<file path="src/rtl/uart_pkg.sv">
// Shared UART definitions: receiver FSM states, frame width and the default bit period.
// The default bit period is common to the transmitter and the receiver so both agree on baud.
package uart_pkg;

    localparam int UART_DATA_BITS    = 8;
    localparam int UART_CLKS_PER_BIT = 5209;

    typedef enum logic [2:0] {
        IDLE,
        START,
        DATA,
        STOP,
        WAIT_HIGH
    } uart_state_t;

endpackage

</file>
<file path="src/rtl/sync_2ff.sv">
// Two-flop synchronizer for one asynchronous input; both flops reset to RST_VAL.
// Latency is 2 cycles. There is no backpressure: the output follows the input continuously.
module sync_2ff #(
    parameter logic RST_VAL = 1'b1
) (
    input  logic clk,
    input  logic rst,
    input  logic d,
    output logic q
);

    logic meta;

    always_ff @(posedge clk or posedge rst) begin
        if (rst) begin
            meta <= RST_VAL;
            q    <= RST_VAL;
        end else begin
            meta <= d;
            q    <= meta;
        end
    end

endmodule

</file>
<file path="src/rtl/uart_rx.sv">
// 8N1 receiver: samples each bit at mid-period, strobes good bytes and framing errors.
// Latency is HALF_BIT+9*CLKS_PER_BIT+1 cycles after rxd_s falls, plus 2 sync cycles; no backpressure.
module uart_rx
    import uart_pkg::*;
#(
    parameter int CLKS_PER_BIT = UART_CLKS_PER_BIT,
    parameter int HALF_BIT     = CLKS_PER_BIT / 2
) (
    input  logic                      CLK_50M,
    input  logic                      reset,
    input  logic                      RS232_DCE_RXD,
    output logic [UART_DATA_BITS-1:0] rx_data,
    output logic                      rx_valid,
    output logic                      rx_frame_err,
    output logic                      rx_busy,
    output logic [UART_DATA_BITS-1:0] LED
);

    localparam logic [15:0] BIT_END  = 16'(CLKS_PER_BIT - 1);
    localparam logic [15:0] HALF_END = 16'(HALF_BIT - 1);
    localparam logic [2:0]  LAST_IDX = 3'(UART_DATA_BITS - 1);

    uart_state_t               state;
    logic [15:0]               cnt;
    logic [2:0]                bit_idx;
    logic [UART_DATA_BITS-1:0] shift;
    logic                      rxd_s;

    sync_2ff #(
        .RST_VAL (1'b1)
    ) u_rxd_sync (
        .clk (CLK_50M),
        .rst (reset),
        .d   (RS232_DCE_RXD),
        .q   (rxd_s)
    );

    always_ff @(posedge CLK_50M or posedge reset) begin
        if (reset) begin
            state        <= IDLE;
            cnt          <= 16'd0;
            bit_idx      <= 3'd0;
            shift        <= '0;
            rx_data      <= '0;
            LED          <= '0;
            rx_valid     <= 1'b0;
            rx_frame_err <= 1'b0;
            rx_busy      <= 1'b0;
        end else begin
            rx_valid     <= 1'b0;
            rx_frame_err <= 1'b0;
            case (state)
                IDLE: begin
                    if (!rxd_s) begin
                        state   <= START;
                        cnt     <= 16'd0;
                        rx_busy <= 1'b1;
                    end
                end
                START: begin
                    if (cnt == HALF_END) begin
                        cnt <= 16'd0;
                        // A start bit that is high again at its midpoint was only a glitch.
                        if (!rxd_s) begin
                            state   <= DATA;
                            bit_idx <= 3'd0;
                        end else begin
                            state   <= IDLE;
                            rx_busy <= 1'b0;
                        end
                    end else begin
                        cnt <= cnt + 16'd1;
                    end
                end
                DATA: begin
                    if (cnt == BIT_END) begin
                        cnt            <= 16'd0;
                        shift[bit_idx] <= rxd_s;
                        if (bit_idx == LAST_IDX) begin
                            state <= STOP;
                        end else begin
                            bit_idx <= bit_idx + 3'd1;
                        end
                    end else begin
                        cnt <= cnt + 16'd1;
                    end
                end
                STOP: begin
                    if (cnt == BIT_END) begin
                        cnt <= 16'd0;
                        // Leaving at the stop midpoint gives half a bit to catch a back-to-back start.
                        if (rxd_s) begin
                            rx_data  <= shift;
                            LED      <= shift;
                            rx_valid <= 1'b1;
                            state    <= IDLE;
                            rx_busy  <= 1'b0;
                        end else begin
                            rx_frame_err <= 1'b1;
                            state        <= WAIT_HIGH;
                        end
                    end else begin
                        cnt <= cnt + 16'd1;
                    end
                end
                WAIT_HIGH: begin
                    if (rxd_s) begin
                        state   <= IDLE;
                        cnt     <= 16'd0;
                        rx_busy <= 1'b0;
                    end
                end
                default: begin
                    state   <= IDLE;
                    cnt     <= 16'd0;
                    rx_busy <= 1'b0;
                end
            endcase
        end
    end

endmodule

</file>
<file path="config.mk">
export PLATFORM = sky130hd
export DESIGN_NAME = uart_rx
export DESIGN_NICKNAME = d
export VERILOG_FILES = /design/src/rtl/uart_pkg.sv /design/src/rtl/sync_2ff.sv /design/src/rtl/uart_rx.sv
export SDC_FILE = /design/constraint.sdc
export NUM_CORES = 1
export LEC_CHECK = 0
export CAP_MARGIN = 20
export CORE_MARGIN = 2
export CORE_UTILIZATION = 35
export CTS_CLUSTER_SIZE = 25
export DETAILED_ROUTE_END_ITERATION = 12
export PLACE_DENSITY = 0.6
export SETUP_SLACK_MARGIN = 0.3
export SLEW_MARGIN = 20
export SYNTH_ARGS = -nofsm -noshare
export SYNTH_HDL_FRONTEND = slang
export SYNTH_SLANG_ARGS = --single-unit
export TNS_END_PERCENT = 20
</file>
<file path="constraint.sdc">
create_clock -name CLK_50M -period 2.4 [get_ports CLK_50M]
set_clock_uncertainty 0.2 [all_clocks]
set_input_delay 0.24 -clock CLK_50M [delete_from_list [all_inputs] [get_ports CLK_50M]]
set_output_delay 0.24 -clock CLK_50M [all_outputs]
set_load 0.1 [all_outputs]
</file>
# [Yosys cells after proc, flatten, opt, wreduce, memory -nomap -nowiden]
# Cells that the tools add are included.
[op_classes] n_addsub=2 n_lt_le_gt_ge=2 eq_ne=15 n_mux=33 n_bitwise=1 reduce_logical=10
[ops] op="16-bit 2-to-1 mux" count=4
[ops] op="16-bit case mux with 4 select lines" count=1
[ops] op="3-bit 2-to-1 mux" count=11
[ops] op="16-bit by 1-bit adder with 16-bit output (second input constant)" count=1
[ops] op="16-bit by 12-bit equality test with 1-bit output (second input constant)" count=1
[ops] op="16-bit by 13-bit equality test with 1-bit output (second input constant)" count=1
[ops] op="3-bit case mux with 5 select lines" count=1
[ops] op="2-bit inequality test (second input constant)" count=7
[ops] op="1-bit 2-to-1 mux" count=11
[ops] op="8-bit bitwise mux" count=1
[ops] op="3-bit by 2-bit equality test with 1-bit output (second input constant)" count=2
[ops] op="3-bit equality test (second input constant)" count=2
[ops] op="3-bit case mux with 2 select lines" count=1
[ops] op="6-bit AND reduction" count=1
[ops] op="1-bit case mux with 5 select lines" count=1
[ops] op="5-bit AND reduction" count=1
[ops] op="3-bit by 4-bit less-than comparator with 1-bit output (second input constant)" count=1
[ops] op="2-bit AND reduction" count=2
[ops] op="4-bit AND reduction" count=1
[ops] op="3-bit by 1-bit adder with 3-bit output (second input constant)" count=1
[ops] op="1-bit demux with 3-bit select" count=1
[ops] op="3-bit by 1-bit equality test with 1-bit output (second input constant)" count=1
[ops] op="3-bit by 1-bit >= comparator with 1-bit output (second input constant)" count=1
[ops] op="3-bit logical NOT" count=1
[ops] op="other kinds (7)" count=7
[totals] regBits=43 inputBits=3 out_inout_bits=19 elab_cells=73

# [Depth between registers and ports, before layout]
[logic_depth] ltp_word=5 mapped_depth=8 mapped_depth_nobuf=7

# [Hierarchy]
# From an unflattened synthesis, not the netlist that was laid out.
[unflattened] hier_cells=212 area_unflattened_um2=2204.6
[modules_own_cells] module="uart_rx" n_inst=1 cells_each=209 area_per_inst_um2=2148.3
[modules_own_cells] module="sync_2ff" n_inst=1 cells_each=3 area_per_inst_um2=56.3

# [Worst setup path before layout]
# No wires, ideal clock.
[synth_timing] path_kind="flip-flop to flip-flop" start="register cnt[0]" end="register rx_busy" setup_ps=125 t_arrival_ps=2044 setup_slack_ps=31 stages_incl_launch_ff=6 n_path_buf=0 synth_period_minus_slack_ps=2369 cell_sequence="dfrtp_1 -> ha_1 -> or4bb_1 -> o41a_1 -> nor3_1 -> mux2_2"
[synth_via] elab_chain_cells=3 elab_cells_between_ends=5 classes_between="eq/ne (4); reduce/logical (1)"
[synth_lines] element="start, declared" line="uart_rx.sv:24" source="logic [15:0] cnt;"
[synth_lines] element="start signal, assigned" line="uart_rx.sv:72" source="cnt <= cnt + 16'd1;"
[synth_lines] element="start signal, assigned" line="uart_rx.sv:85" source="cnt <= cnt + 16'd1;"
[synth_lines] element="start signal, assigned" line="uart_rx.sv:103" source="cnt <= cnt + 16'd1;"
[synth_lines] element="16-bit by 13-bit equality test with 1-bit output / 16-bit by 12-bit equality test with 1-bit output (equally long branches)" line="uart_rx.sv:89, uart_rx.sv:61"
[synth_lines] element="2-bit inequality test (no source line)"
[synth_lines] element="4-bit AND reduction (no source line) (*)"
[synth_lines] element="end signal, assigned" line="uart_rx.sv:97" source="rx_busy <= 1'b0;"
[synth_lines] element="end signal, assigned" line="uart_rx.sv:110" source="rx_busy <= 1'b0;"
[synth_lines] element="end signal, assigned" line="uart_rx.sv:116" source="rx_busy <= 1'b0;"
[synth_lines] element="end, declared" line="uart_rx.sv:15" source="output logic rx_busy,"
# Mark *: on every way between the ends. The rest lies on a longest branch, timed or not.
# A chain may end at the register's enable or synchronous reset.

# [Final worst setup path]
[layout_timing] start="register cnt[15]" end="register cnt[2]"
[layout_via] elab_chain_cells=3 elab_cells_between_ends=5 classes_between="eq/ne (2); mux (3)"
[layout_lines] element="16-bit by 13-bit equality test with 1-bit output / 16-bit by 12-bit equality test with 1-bit output (equally long branches)" line="uart_rx.sv:76, uart_rx.sv:89, uart_rx.sv:61"
[layout_lines] element="16-bit 2-to-1 mux (on tied branches)" line="uart_rx.sv:76, uart_rx.sv:89, uart_rx.sv:61"
[layout_lines] element="16-bit case mux with 4 select lines (*)" line="uart_rx.sv:52" source="case (state)"
# Marked as above.

==> results.toml <==
[run_status]
outcome = "completed"

[timing]
hold_viol = 0
min_period_ps = 2370
worst_pin_slew_ps = 779
slew_viol_final = 0
fin_crit_sh_pct = 98.6
rsz0062_at_grt = "true"
slew_headroom_pct = 47.7
setup_viol = 0
whs_ps = 95.7
max_freq_mhz = 423

[detailed_routing]
postRouteAntennaNets = 0
dr_total_vias = 1760
drc = 0
viasPerCell = 5.21
drt-initial-drc-count = 59
dr.pass1.iters = 4
wire_per_inst_um = 14.5
finalWirelength_mm = 4.91

[clock_tree]
cts_buffers = 5
h-tree-depth = 2
cts.sinks = 43
clockBufferDepth = 2
clk_pin_slew_ps = 90
cts_root_buf = "clkbuf_8"
insertion_delay_ps = 300
cts_hold_buf = 0
cts_tree = "done"

[logic_synthesis]
syn_inst = 218
synthArstFlopShare_pct = 100
yosys_most_used_dff = "dfrtp_1"
synth_largest_area_cell = "dfrtp_1"
synth_cell_types = 47
avgSynthCellArea_um2 = 10.3
synth_edf_count = 0
yosysWarningCount = 0
synth_area_leaders = "dfrtp_1 (46%), mux2_2 (8.5%), a21oi_1 (2.7%)"
syn_nets = 225
ys_seq_area_share_pct = 47.9
yosys_register_bits = 43
synth_top_area_share_pct = 45.6
synth_area_um2 = 2250

[critical_path]
timing.reg2reg.setup_slack_ps = 30
reg2reg_to = "cnt[2]"
crit_type = "flip-flop to flip-flop"
rr_worst_depth = 5
crit_arrival_ps = 2360
endpoint_kind = "flip-flop"
cp_max_fo = 8
r2r_start = "cnt[15]"
cp-start-kind = "flip-flop"
required_ps = 2390

[global_route]
grt_pass1_wl_mm = 8.27
grt_pass1_vias = 1685
grt_max_degree = 25
track_usage_pct = 14.7
antenna_found_initial = 0
gr-total-overflow = 0

[power_and_ir_drop]
irDropWorstVdd_mv = 0.237
cellPowerDensity_nw_per_um2 = 439
p_leak_uw = 0.00129
power_uw = 1230

[placed_design]
io_buffers = 21
placed_area_um2 = 2640
place_hpwl_mm = 3.47
place_congestion = 0.864
dp_cells = 328

[layout]
multi_input_area_um2 = 1090
antennaDiodeCount = 0
final.fill_count = 605
drive_gt1_share_pct = 36.0
final_util_pct = 44.6
regArea_um2 = 1080
stdcell_count = 338
areaGrowthSynthToFinish_pct = 24.4
stdcell_area_um2 = 2800
nets = 267

[floorplanning]
die_height_um = 84.2
dieArea_um2 = 7090
ioPinCount = 22
core_um2 = 6280
initial_core_util_pct = 35.9
rows = 29
fp.dieW_um = 84.2

[min_path]
worstHoldPathType = "primary input to async pin"

[flow_run]
max-cap-violations = 0
## where the power goes
part,switching (µW),internal [µW],leakage [µW],total (µW)
sequential,1.26,727,0.000574,728
combinational,20.4,9.76,0.000673,30.1
clock,270,203,0.0000402,473
## sequential cells by signal, indices dropped and copies added, names as in the netlist
signal / count
LED: 8
bit_idx: 3
cnt: 16
rx_busy: 1
rx_frame_err: 1
rx_valid: 1
shift: 8
state: 3
u_rxd_sync.meta: 1
u_rxd_sync.q: 1
## metrics by stage
| step | setup TNS [ps] | setup slack (ps) |
|---|---|---|
| floorplan | 0 | 81.3 |
| global placement | 0 | 53.9 |
| detailed placement | 0 | 21.8 |
| CTS | 0 | 29.6 |
| global route | -174 | -30.9 |
| finish | 0 | 33.7 |
## worst max path at each step
| stage | cells past startpoint | from | slack, ps | end |
|---|---|---|---|---|
| floorplan | 5 | cnt[13] | 80 | cnt[2] |
| global placement | 4 | cnt[15] | 50 | rx_busy |
| global route | 6 | cnt[15] | -30 | shift[5] |
| CTS | 6 | cnt[1] | 30 | cnt[2] |
| detailed placement | 5 | cnt[15] | 20 | cnt[2] |
| finish | 5 | cnt[15] | 30 | cnt[2] |
## layer usage
metal / vias up / routed length (µm) / GRT usage (%)
li1: 861 / - / -
met1: 869 / 2390 / 19.4
met2: 28 / 2360 / 24.2
met3: 2 / 152 / 3.93
met4: 0 / 15 / 3.52
met5: - / 0 / 0
## worst max-delay path, cell delays in order, from the launching register on
cell	delay (ps)
dfrtp_1	410
or4_4	560
o41a_1	530
o21ba_4	330
o21ai_2	60
a22o_1	170
## area by class of cell
class	count	share of cell area [%]
multi-input cells	147	39.0
flip-flops and latches	43	38.5
clock inverters	3	0.715
repair buffers	51	14.3
well taps	77	3.44
inverters	12	1.61
clock buffers	5	2.46
## cells in the mapped netlist, types with 3 or more instances
master,count
a31oi_1,5
clkbuf_1,8
or3_1,3
o21ai_0,7
nor4_1,3
buf_4,8
nand3_1,9
nor2_1,13
xnor2_1,4
nand2_1,14
mux2_2,17
a21oi_1,12
nand4_1,5
inv_1,12
ha_1,4
nor2b_1,3
mux2i_1,3
nor3_1,11
dfrtp_1,41
## logic make-up after synthesis
logic type / count (synthesis) / synth area share, %
AO/OA/AOI/OAI: 35 / 10.2
XOR/XNOR: 6 / 2.33
adder cells (fa/ha/maj): 4 / 2.22
buffers and inverters: 29 / 6.50
flip-flops: 43 / 47.9
multiplexers: 20 / 9.83
AND/OR/NAND/NOR: 81 / 21.1
## placed cells by master (no fill, tap or decap), drive strengths merged, types with 2 or more instances in the layout
master and instances:
o21bai 3, nand4 5, or4bb 2, dfrtp 41
nand3 9, mux2 17, clkinvlp 2, nand2b 2
nor3 12, buf 49, nor2b 3, nor2 13
clkinv 2, xnor2 4, inv 11, nor3b 2
clkbuf 5, nand4b 2, a22o 2, clkdlybuf4s50 2
dfstp 2, nor4 4, xor2 2, a31oi 5
and4 2, a21oi 12, or3 3, o21ai 8
mux2i 3, ha 4, nand2 14
## what timing repair did
item / in CTS / in global routing
pin swaps: 5 / 4
setup endpoints to repair: 38 / 39
cloned: 1 / 0
setup buffers: 0 / 1
resized for setup: 5 / 8
(Power assumes the default switching activity.)
